**src/rtl/alu_share_sched.sv**
```systemverilog
// Shares one combinational ALU between the core execute stage (requester 0) and the
// debug command port (requester 1), with round-robin arbitration and per-requester response slots.
package alu_share_sched_pkg;
    typedef enum logic [3:0] {
        OP_ADDU  = 4'd0,
        OP_SUBU  = 4'd1,
        OP_AND   = 4'd2,
        OP_OR    = 4'd3,
        OP_XOR   = 4'd4,
        OP_BEQZ  = 4'd5,
        OP_BNEQZ = 4'd6
    } opcode_e;

    typedef struct packed {
        opcode_e    opcode;
        logic [4:0] dst;
    } instruction_s;
endpackage

module alu_share_sched
    import alu_share_sched_pkg::*;
#(
    parameter int CNT_W = 16
) (
    input  logic              clk,
    input  logic              n_reset,
    input  logic              flush_i,
    input  logic              req0_valid_i,
    output logic              req0_ready_o,
    input  logic [31:0]       req0_rd_i,
    input  logic [31:0]       req0_rs_i,
    input  instruction_s      req0_op_i,
    input  logic              req1_valid_i,
    output logic              req1_ready_o,
    input  logic [31:0]       req1_rd_i,
    input  logic [31:0]       req1_rs_i,
    input  instruction_s      req1_op_i,
    output logic [31:0]       alu_rd_o,
    output logic [31:0]       alu_rs_o,
    output instruction_s      alu_op_o,
    input  logic [31:0]       alu_result_i,
    input  logic              alu_jump_now_i,
    output logic              resp0_valid_o,
    input  logic              resp0_ready_i,
    output logic [31:0]       resp0_result_o,
    output logic              resp0_jump_o,
    output logic              resp1_valid_o,
    input  logic              resp1_ready_i,
    output logic [31:0]       resp1_result_o,
    output logic              resp1_jump_o,
    output logic [CNT_W-1:0]  grant0_cnt_o,
    output logic [CNT_W-1:0]  grant1_cnt_o,
    output logic [CNT_W-1:0]  conflict_cnt_o
);

    // Handshake: a request transfers on a cycle with valid & ready; a response transfers
    // on a cycle with valid & ready. Ready depends only on valid, flush and slot state.
    logic elig0, elig1;
    logic grant0, grant1;
    logic rr_ptr;

    function automatic logic [CNT_W-1:0] sat_inc(input logic [CNT_W-1:0] v);
        return (&v) ? v : v + CNT_W'(1);
    endfunction

    // A full slot that is being drained this cycle counts as free.
    always_comb begin
        elig0  = req0_valid_i & ~flush_i & (~resp0_valid_o | resp0_ready_i);
        elig1  = req1_valid_i & ~flush_i & (~resp1_valid_o | resp1_ready_i);
        grant0 = elig0 & (~elig1 | ~rr_ptr);
        grant1 = elig1 & (~elig0 | rr_ptr);
    end

    assign req0_ready_o = grant0;
    assign req1_ready_o = grant1;

    always_comb begin
        alu_rd_o = req0_rd_i;
        alu_rs_o = req0_rs_i;
        alu_op_o = req0_op_i;
        if (grant1) begin
            alu_rd_o = req1_rd_i;
            alu_rs_o = req1_rs_i;
            alu_op_o = req1_op_i;
        end
    end

    always_ff @(posedge clk or negedge n_reset) begin
        if (!n_reset) begin
            rr_ptr <= 1'b0;
        end else if (grant0) begin
            rr_ptr <= 1'b1;
        end else if (grant1) begin
            rr_ptr <= 1'b0;
        end
    end

    // Flush beats drain; grant beats drain so a slot can stream one result per cycle.
    always_ff @(posedge clk or negedge n_reset) begin
        if (!n_reset) begin
            resp0_valid_o  <= 1'b0;
            resp0_result_o <= '0;
            resp0_jump_o   <= 1'b0;
        end else if (flush_i) begin
            resp0_valid_o  <= 1'b0;
        end else if (grant0) begin
            resp0_valid_o  <= 1'b1;
            resp0_result_o <= alu_result_i;
            resp0_jump_o   <= alu_jump_now_i;
        end else if (resp0_ready_i) begin
            resp0_valid_o  <= 1'b0;
        end
    end

    always_ff @(posedge clk or negedge n_reset) begin
        if (!n_reset) begin
            resp1_valid_o  <= 1'b0;
            resp1_result_o <= '0;
            resp1_jump_o   <= 1'b0;
        end else if (flush_i) begin
            resp1_valid_o  <= 1'b0;
        end else if (grant1) begin
            resp1_valid_o  <= 1'b1;
            resp1_result_o <= alu_result_i;
            resp1_jump_o   <= alu_jump_now_i;
        end else if (resp1_ready_i) begin
            resp1_valid_o  <= 1'b0;
        end
    end

    always_ff @(posedge clk or negedge n_reset) begin
        if (!n_reset) begin
            grant0_cnt_o   <= '0;
            grant1_cnt_o   <= '0;
            conflict_cnt_o <= '0;
        end else begin
            if (grant0) grant0_cnt_o <= sat_inc(grant0_cnt_o);
            if (grant1) grant1_cnt_o <= sat_inc(grant1_cnt_o);
            if (elig0 && elig1) conflict_cnt_o <= sat_inc(conflict_cnt_o);
        end
    end

endmodule

```
**config.mk**
```make
export PLATFORM = sky130hd
export DESIGN_NAME = alu_share_sched
export DESIGN_NICKNAME = d
export VERILOG_FILES = /design/src/rtl/alu_share_sched.sv
export SDC_FILE = /design/constraint.sdc
export NUM_CORES = 1
export LEC_CHECK = 0
export BUFFER_PORTS_ARGS = -buffer_cell sky130_fd_sc_hd__buf_2
export CAP_MARGIN = 10
export CORE_AREA = 2 2 145 147
export CTS_CLUSTER_SIZE = 14
export DETAILED_ROUTE_END_ITERATION = 10
export DIE_AREA = 0 0 147 149
export SLEW_MARGIN = 30
export SYNTH_ARGS = -nofsm -noshare
export SYNTH_HDL_FRONTEND = slang
export SYNTH_SLANG_ARGS = --single-unit
```
**constraint.sdc**
```tcl
create_clock -name clk -period 5.4 [get_ports clk]
set_input_delay 0 -clock clk [delete_from_list [all_inputs] [get_ports clk]]
set_output_delay 0 -clock clk [all_outputs]
set_load 0.02 [all_outputs]
```
==> reports/metrics.cfg, run 1 <==
[clocking]
path_clk_slew_ps = 50
cts-root-buf = clkbuf_16
cts.sinks = 117
cts_made_buffers = 17
postCtsResizedCells = 0
htree_num_levels = 4
clk_latency_ps = 410
tritoncts = yes
clockBufferDepth = 2

[die]
rows = 53
pin_count = 377
core-area_um2 = 20600
die_h_um = 149
dieWidth_um = 147
die-area_um2 = 21900
start_util_pct = 27.7

[grt]
grt_pass1_vias = 5370
antenna_found_initial = 4
grt_use_total_pct = 16.7
grt_pass1_wl_um = 28800
grt_max_degree = 66
overflow = 0

[route]
drtIter0Drc = 226
drc_errors = 0
vias_per_cell = 4.46
ant_nets = 0
dr.pass1.iters = 5
drt-total-wl_um = 19100
wl_per_cell_um = 15.8
num_vias = 5389

[flow_run]
drv_cap = 0

[timing]
rsz0062_at_grt = false
tns_ps = 0
clock_skew_ps = 11.2
tightest_slew_ps = 838
setup_slack_ps = 2930
drv_slew = 0
setup_viol = 0
finalCritPeriodShare_pct = 45.7
max_freq_mhz = 406
holdWs_ps = 167
finalHoldViolations = 0
relSlewSlack_pct = 44.2
finalCriticalPeriod_ps = 2470

[synthesis]
ys.flop_type = dfrtp_1
yosysWarnings = 0
synth_seq_cells = 117
yosysSeqAreaShare_pct = 51.4
synth.top_cell.area_share_pct = 51.4
synthArstFlopShare_pct = 100
synthCells = 504
synth_edf_count = 0
synth_top_area_cell = dfrtp_1
synth_area_leaders = dfrtp_1 51%, mux2_2 22%, nand2_1 7.6%, xnor2_1 4.6%, nand4_1 2.9%
synthesis.area_um2 = 5700
syn_nets = 693
ys_types = 33
synth.avg_cell_area_um2 = 11.3

[finish]
final_cell_mix = 375 x buf_2, 117 x dfrtp_1, 115 x nand2_1
antenna_cells = 0
stdcell_area_um2 = 8830
final_cells = 1207
final_core_util_pct = 42.9
final_layout_size_suffix_gt1_share_pct = 56.8
final_common_cell = buf_2
layout.nets = 1109
nFillCells = 1997
area_growth_pct = 54.9

[pwr]
power_mw = 3.30
ir_drop_v = 0.000309
powerDensity_nw_per_um2 = 374
p_leak_nw = 4.58

[critical_path]
crit_fanout = 59
start_kind = flop
arrival_ps = 2760
required_ps = 5690
r2r-end = grant1_cnt_o[8]$_DFFE_PN0P_
crit_type = reg2reg
reg2reg_slack_ps = 2930
reg2regPathDepth = 6
r2r_start = resp0_valid_o$_DFFE_PN0P_
cp-end-kind = flop

[placement]
place_hpwl_um = 14400
place_area_um2 = 7870
dp_cells = 1139
pre_cts_slack_ps = 2940
gp_congestion = 0.751
port_buffers = 376

[status]
status = completed

[hold_path]
worstHoldPathType = in2reg
holdPathEnd = rr_ptr$_DFFE_PN0P_
min_from = req0_valid_i
hold_depth = 4

registers in the layout, indices dropped and copies added (netlist names):
register / count
resp0_result_o: 32
resp1_result_o: 32
conflict_cnt_o: 16
grant0_cnt_o: 16
grant1_cnt_o: 16
resp0_jump_o: 1
resp0_valid_o: 1
resp1_jump_o: 1
resp1_valid_o: 1
rr_ptr: 1
worst max-delay path: stages, from the launching register on:
cell and delay (ps):
dfrtp_1 400, nand2b_4 90, a311o_2 200, buf_4 580, clkinv_1 450, nand3_1 250
mux2_2 350
synth_stat cells (2+ instances only):
library cell,instances
and3_1,3
and4_1,4
buf_1,2
buf_2,10
clkbuf_1,7
clkinv_1,2
dfrtp_1,117
ha_1,3
inv_1,4
mux2_2,110
nand2_1,115
nand2b_1,3
nand2b_4,2
nand3_1,12
nand4_1,26
nor2_1,10
nor2_2,2
nor2b_1,2
nor3_1,3
nor4_1,7
nor4_2,2
o211ai_1,2
o21ai_0,5
xnor2_1,30
xor2_1,13
cell type report:
| cell class | instances | area (um^2) | share of cell area (%) |
|---|---|---|---|
| tap | 275 | 344 | 3.90 |
| inverter | 6 | 23.8 | 0.269 |
| clock buffer | 21 | 460 | 5.22 |
| timing repair buffer | 417 | 2280 | 25.9 |
| clock inverter | 10 | 130 | 1.47 |
| multi-input combinational | 361 | 2660 | 30.1 |
| sequential | 117 | 2930 | 33.2 |
where the power goes:
group	switching, mW	internal, mW
Clock	0.393	0.742
Sequential	0.140	1.06
Combinational	0.571	0.395
worst max-delay path by stage:
stage | depth (start not counted) | slack [ps] | start | end
4_1_cts | 6 | 2940 | resp0_valid_o$_DFFE_PN0P_ | grant1_cnt_o[8]$_DFFE_PN0P_
6_report | 6 | 2930 | resp0_valid_o$_DFFE_PN0P_ | grant1_cnt_o[8]$_DFFE_PN0P_
2_1_floorplan | 5 | 3450 | grant0_cnt_o[0]$_DFFE_PN0P_ | grant0_cnt_o[1]$_DFFE_PN0P_
3_3_place_gp | 6 | 3030 | resp0_valid_o$_DFFE_PN0P_ | grant1_cnt_o[8]$_DFFE_PN0P_
3_5_place_dp | 6 | 2940 | resp0_valid_o$_DFFE_PN0P_ | grant1_cnt_o[8]$_DFFE_PN0P_
5_1_grt | 6 | 2740 | resp1_valid_o$_DFFE_PN0P_ | grant1_cnt_o[8]$_DFFE_PN0P_
metal layers:
layer	track usage (%)	vias up	routed length, um
li1	-	2577	-
met1	23.1	2556	8760
met2	24.7	224	8440
met3	5.93	26	1620
met4	5.00	6	260
met5	0	-	41
cell families after synthesis:
family	share of synthesized area [%]
and+or+nand+nor	16.6
DFF	51.4
muxes	21.7
xor gates and xnor gates	6.61
buffers and inverters	2.06
AOI/OAI and AO/OA	1.01
adders and majority gates	0.659
what timing repair did:
item,in CTS,in global routing
buffers inserted,0,0
hold buffers,37,0
endpoints found under the hold margin,132,0
Note: power is estimated with default switching activity, not from simulation.
==> run 2, diff against run 1 <==
Settings changed: ABC_AREA from default to 1.
Clock period 5.4 ns to 2.3 ns, I/O delays scaled along.
==> reports/metrics.cfg, run 2 <==
[synthesis]
syn_nets = 1156  ; +67%
synth.top_cell.area_share_pct = 43.9  ; -7.5 points
synth_top_area_cell = dfrtp_1
ys.flop_type = dfrtp_1
yosysSeqAreaShare_pct = 43.9  ; -7.5 points
ys_types = 23  ; -30%
synthCells = 967  ; +92%
synthesis.area_um2 = 6670  ; +17%
synth.avg_cell_area_um2 = 6.90  ; -39%
synth_area_leaders = dfrtp_1 44%, nand2_1 28%, o21ai_0 5.5%, inv_1 4.6%, nor2_1 3.2%
synthMostInstantiatedCell = nand2_1
yosysWarnings = 0  ; unchanged
synth_seq_cells = 117  ; unchanged
synth_edf_count = 0  ; unchanged
synthArstFlopShare_pct = 100  ; unchanged
yosys-top-cells-count = 493 x nand2_1, 117 x dfrtp_1, 82 x inv_1, 73 x o21ai_0, 57 x nor2_1

[critical_path]
cp-end-kind = primary output
crit_type = reg2out
slowest_stage = buf_4
reg2regPathDepth = 9  ; +3
cp_cell_sequence = inv_1 -> nor2_2 -> nor2_4 -> nand2_1 -> nand2_2 -> buf_4 -> inv_1 -> buf_2
start_kind = flop
crit_start = resp1_valid_o$_DFFE_PN0P_
arrival_ps = 2080  ; -680 ps
path_depth = 8  ; +2
path_buf_inv = 4  ; +2
critical-path-top-delay-family = buffers and inverters
cp_slowest_stage_delay_ps = 530  ; -50 ps
critical-path-top-cell-by-count = inv_1
r2r_start = grant0_cnt_o[1]$_DFFE_PN0P_
crit_fanout = 69  ; +17%
r2r-end = grant0_cnt_o[13]$_DFFE_PN0P_
reg2reg_slack_ps = 300  ; -2630 ps
required_ps = 2300  ; -3390 ps
crit_path_end = req0_ready_o

[finish]
final_core_util_pct = 47.6  ; +4.6 points
nFillCells = 2147  ; +7.5%
reg_top3 = resp0_result_o x32, resp1_result_o x32
final_common_cell = nand2_1
final_cell_mix = 493 x nand2_1, 375 x buf_2, 117 x dfrtp_1
final_cells = 1666  ; +38%
stdcell_area_um2 = 9780  ; +11%
final_layout_size_suffix_gt1_share_pct = 33.1  ; -24 points
area_growth_pct = 46.6
layout.nets = 1564  ; +41%

[grt]
grt_pass1_wl_um = 40900  ; +42%
antenna_found_initial = 6  ; +2
grt_max_degree = 76  ; +15%
overflow = 0  ; unchanged
grt_pass1_vias = 7053  ; +31%
grt_use_total_pct = 24.6  ; +7.8 points

[placement]
pre_cts_slack_ps = 297  ; -2640 ps
place_area_um2 = 8800  ; +12%
place_hpwl_um = 21800  ; +51%
dp_cells = 1594  ; +40%
gp_congestion = 0.845  ; +13%
port_buffers = 376  ; unchanged

[route]
ant_nets = 0  ; unchanged
drc_errors = 0  ; unchanged
drtIter0Drc = 534  ; +140%
vias_per_cell = 4.57  ; +2.4%
num_vias = 7616  ; +41%
wl_per_cell_um = 16.5  ; +4.3%
dr.pass1.iters = 5  ; unchanged
drt-total-wl_um = 27500  ; +44%

[timing]
holdWs_ps = 26.7  ; -140 ps
setup_viol = 0  ; unchanged
finalCritPeriodShare_pct = 90.5
setup_slack_ps = 218  ; -2720 ps
finalHoldViolations = 0  ; unchanged
max_freq_mhz = 480
tns_ps = 0  ; unchanged
relSlewSlack_pct = 55.2  ; +11 points
drv_slew = 0  ; unchanged
tightest_slew_ps = 670  ; -168 ps
rsz0062_at_grt = false
clock_skew_ps = 7.62  ; -3.58 ps
finalCriticalPeriod_ps = 2080

[clocking]
cts-root-buf = clkbuf_16
path_clk_slew_ps = 60  ; about the same
cts.sinks = 117  ; unchanged
clockBufferDepth = 2  ; unchanged
postCtsResizedCells = 0  ; unchanged
tritoncts = yes
clk_latency_ps = 420  ; about the same
cts_made_buffers = 17  ; unchanged
htree_num_levels = 4  ; unchanged

[pwr]
p_leak_nw = 5.57  ; +22%
power_mw = 8.16  ; +150%
powerDensity_nw_per_um2 = 834  ; +120%
ir_drop_v = 0.000569  ; +84%

[hold_path]
worstHoldPathType = in2reg

[die]
rows = 53  ; unchanged
dieWidth_um = 147  ; unchanged
core-area_um2 = 20600  ; unchanged
pin_count = 377  ; unchanged
die_h_um = 149  ; unchanged
die-area_um2 = 21900  ; unchanged
start_util_pct = 32.5  ; +4.7 points

[flow_run]
drv_cap = 0  ; unchanged

[status]
status = completed

[run 2: cell count changes in the layout (fill, tap and decap cells not counted), moves of 9 or more]
cell     before  now
nand2_2       0    9
nand2_1     115  493
mux2_2      110    0
o21ai_0       5   73
inv_1         4   82
nor2_1       10   57
nand4_1      26   13
xnor2_1      30    0
nand3_1      12   29
o21ai_2       0   15
[run 2: worst min path at each step]
stage,to,cells past startpoint,startpoint,slack [ps]
after floorplan,conflict_cnt_o[0]$_DFFE_PN0P_,0,n_reset,-300
after global placement,grant0_cnt_o[5]$_DFFE_PN0P_,1,n_reset,40
after detailed placement,grant0_cnt_o[5]$_DFFE_PN0P_,1,n_reset,40
after CTS,rr_ptr$_DFFE_PN0P_,4,req1_valid_i,20
after global routing,rr_ptr$_DFFE_PN0P_,4,req1_valid_i,50
final,rr_ptr$_DFFE_PN0P_,4,req1_valid_i,30
[run 2: final cells by class]
type                    count  area [um^2]  share of cell area, %
multi-input cells         727         3170                   32.4
flip-flops and latches    117         2930                   29.9
repair buffers            425         2390                   24.5
clock buffers              18          429                   4.39
well taps                 275          344                   3.52
inverters                  87          329                   3.36
clock inverters            14          175                   1.79
diodes                      3         7.51                 0.0768
[run 2: report_power, final]
group	switching (mW)	internal (mW)	leakage [nW]
clock network	1.03	1.71	0.288
logic	1.70	0.891	3.80
registers	0.374	2.45	1.48
[run 2: tightest hold or removal path: stages]
cell and delay [ps]:
buf_2 120, nand2_2 80, nor2_4 50, o21ai_0 140
[run 2: repair_timing]
action                     4_1_cts  5_1_grt
hold endpoints to repair       109        0
setup endpoints to repair        0        0
setup buffers                    0        0
hold buffers                    37        0
[run 2: cells by family (layout without fill, tap and decap cells)]
family	count (synthesis)	in the layout	synth area share (%)
compound gates	96	96	8.05
xor+xnor	14	14	1.84
buf+inv	123	544	8.80
fa+ha+maj	3	3	0.563
simple gates	614	614	36.9
flops	117	117	43.9
other cells	0	3	0
[run 2: routing by layer]
layer / up-vias / global-route usage, % / wire length, um
li1: 3802 / - / -
met1: 3457 / 31.2 / 11100
met2: 325 / 39.9 / 12900
met3: 28 / 9.82 / 3170
met4: 4 / 5.19 / 344
met5: - / 0 / 20
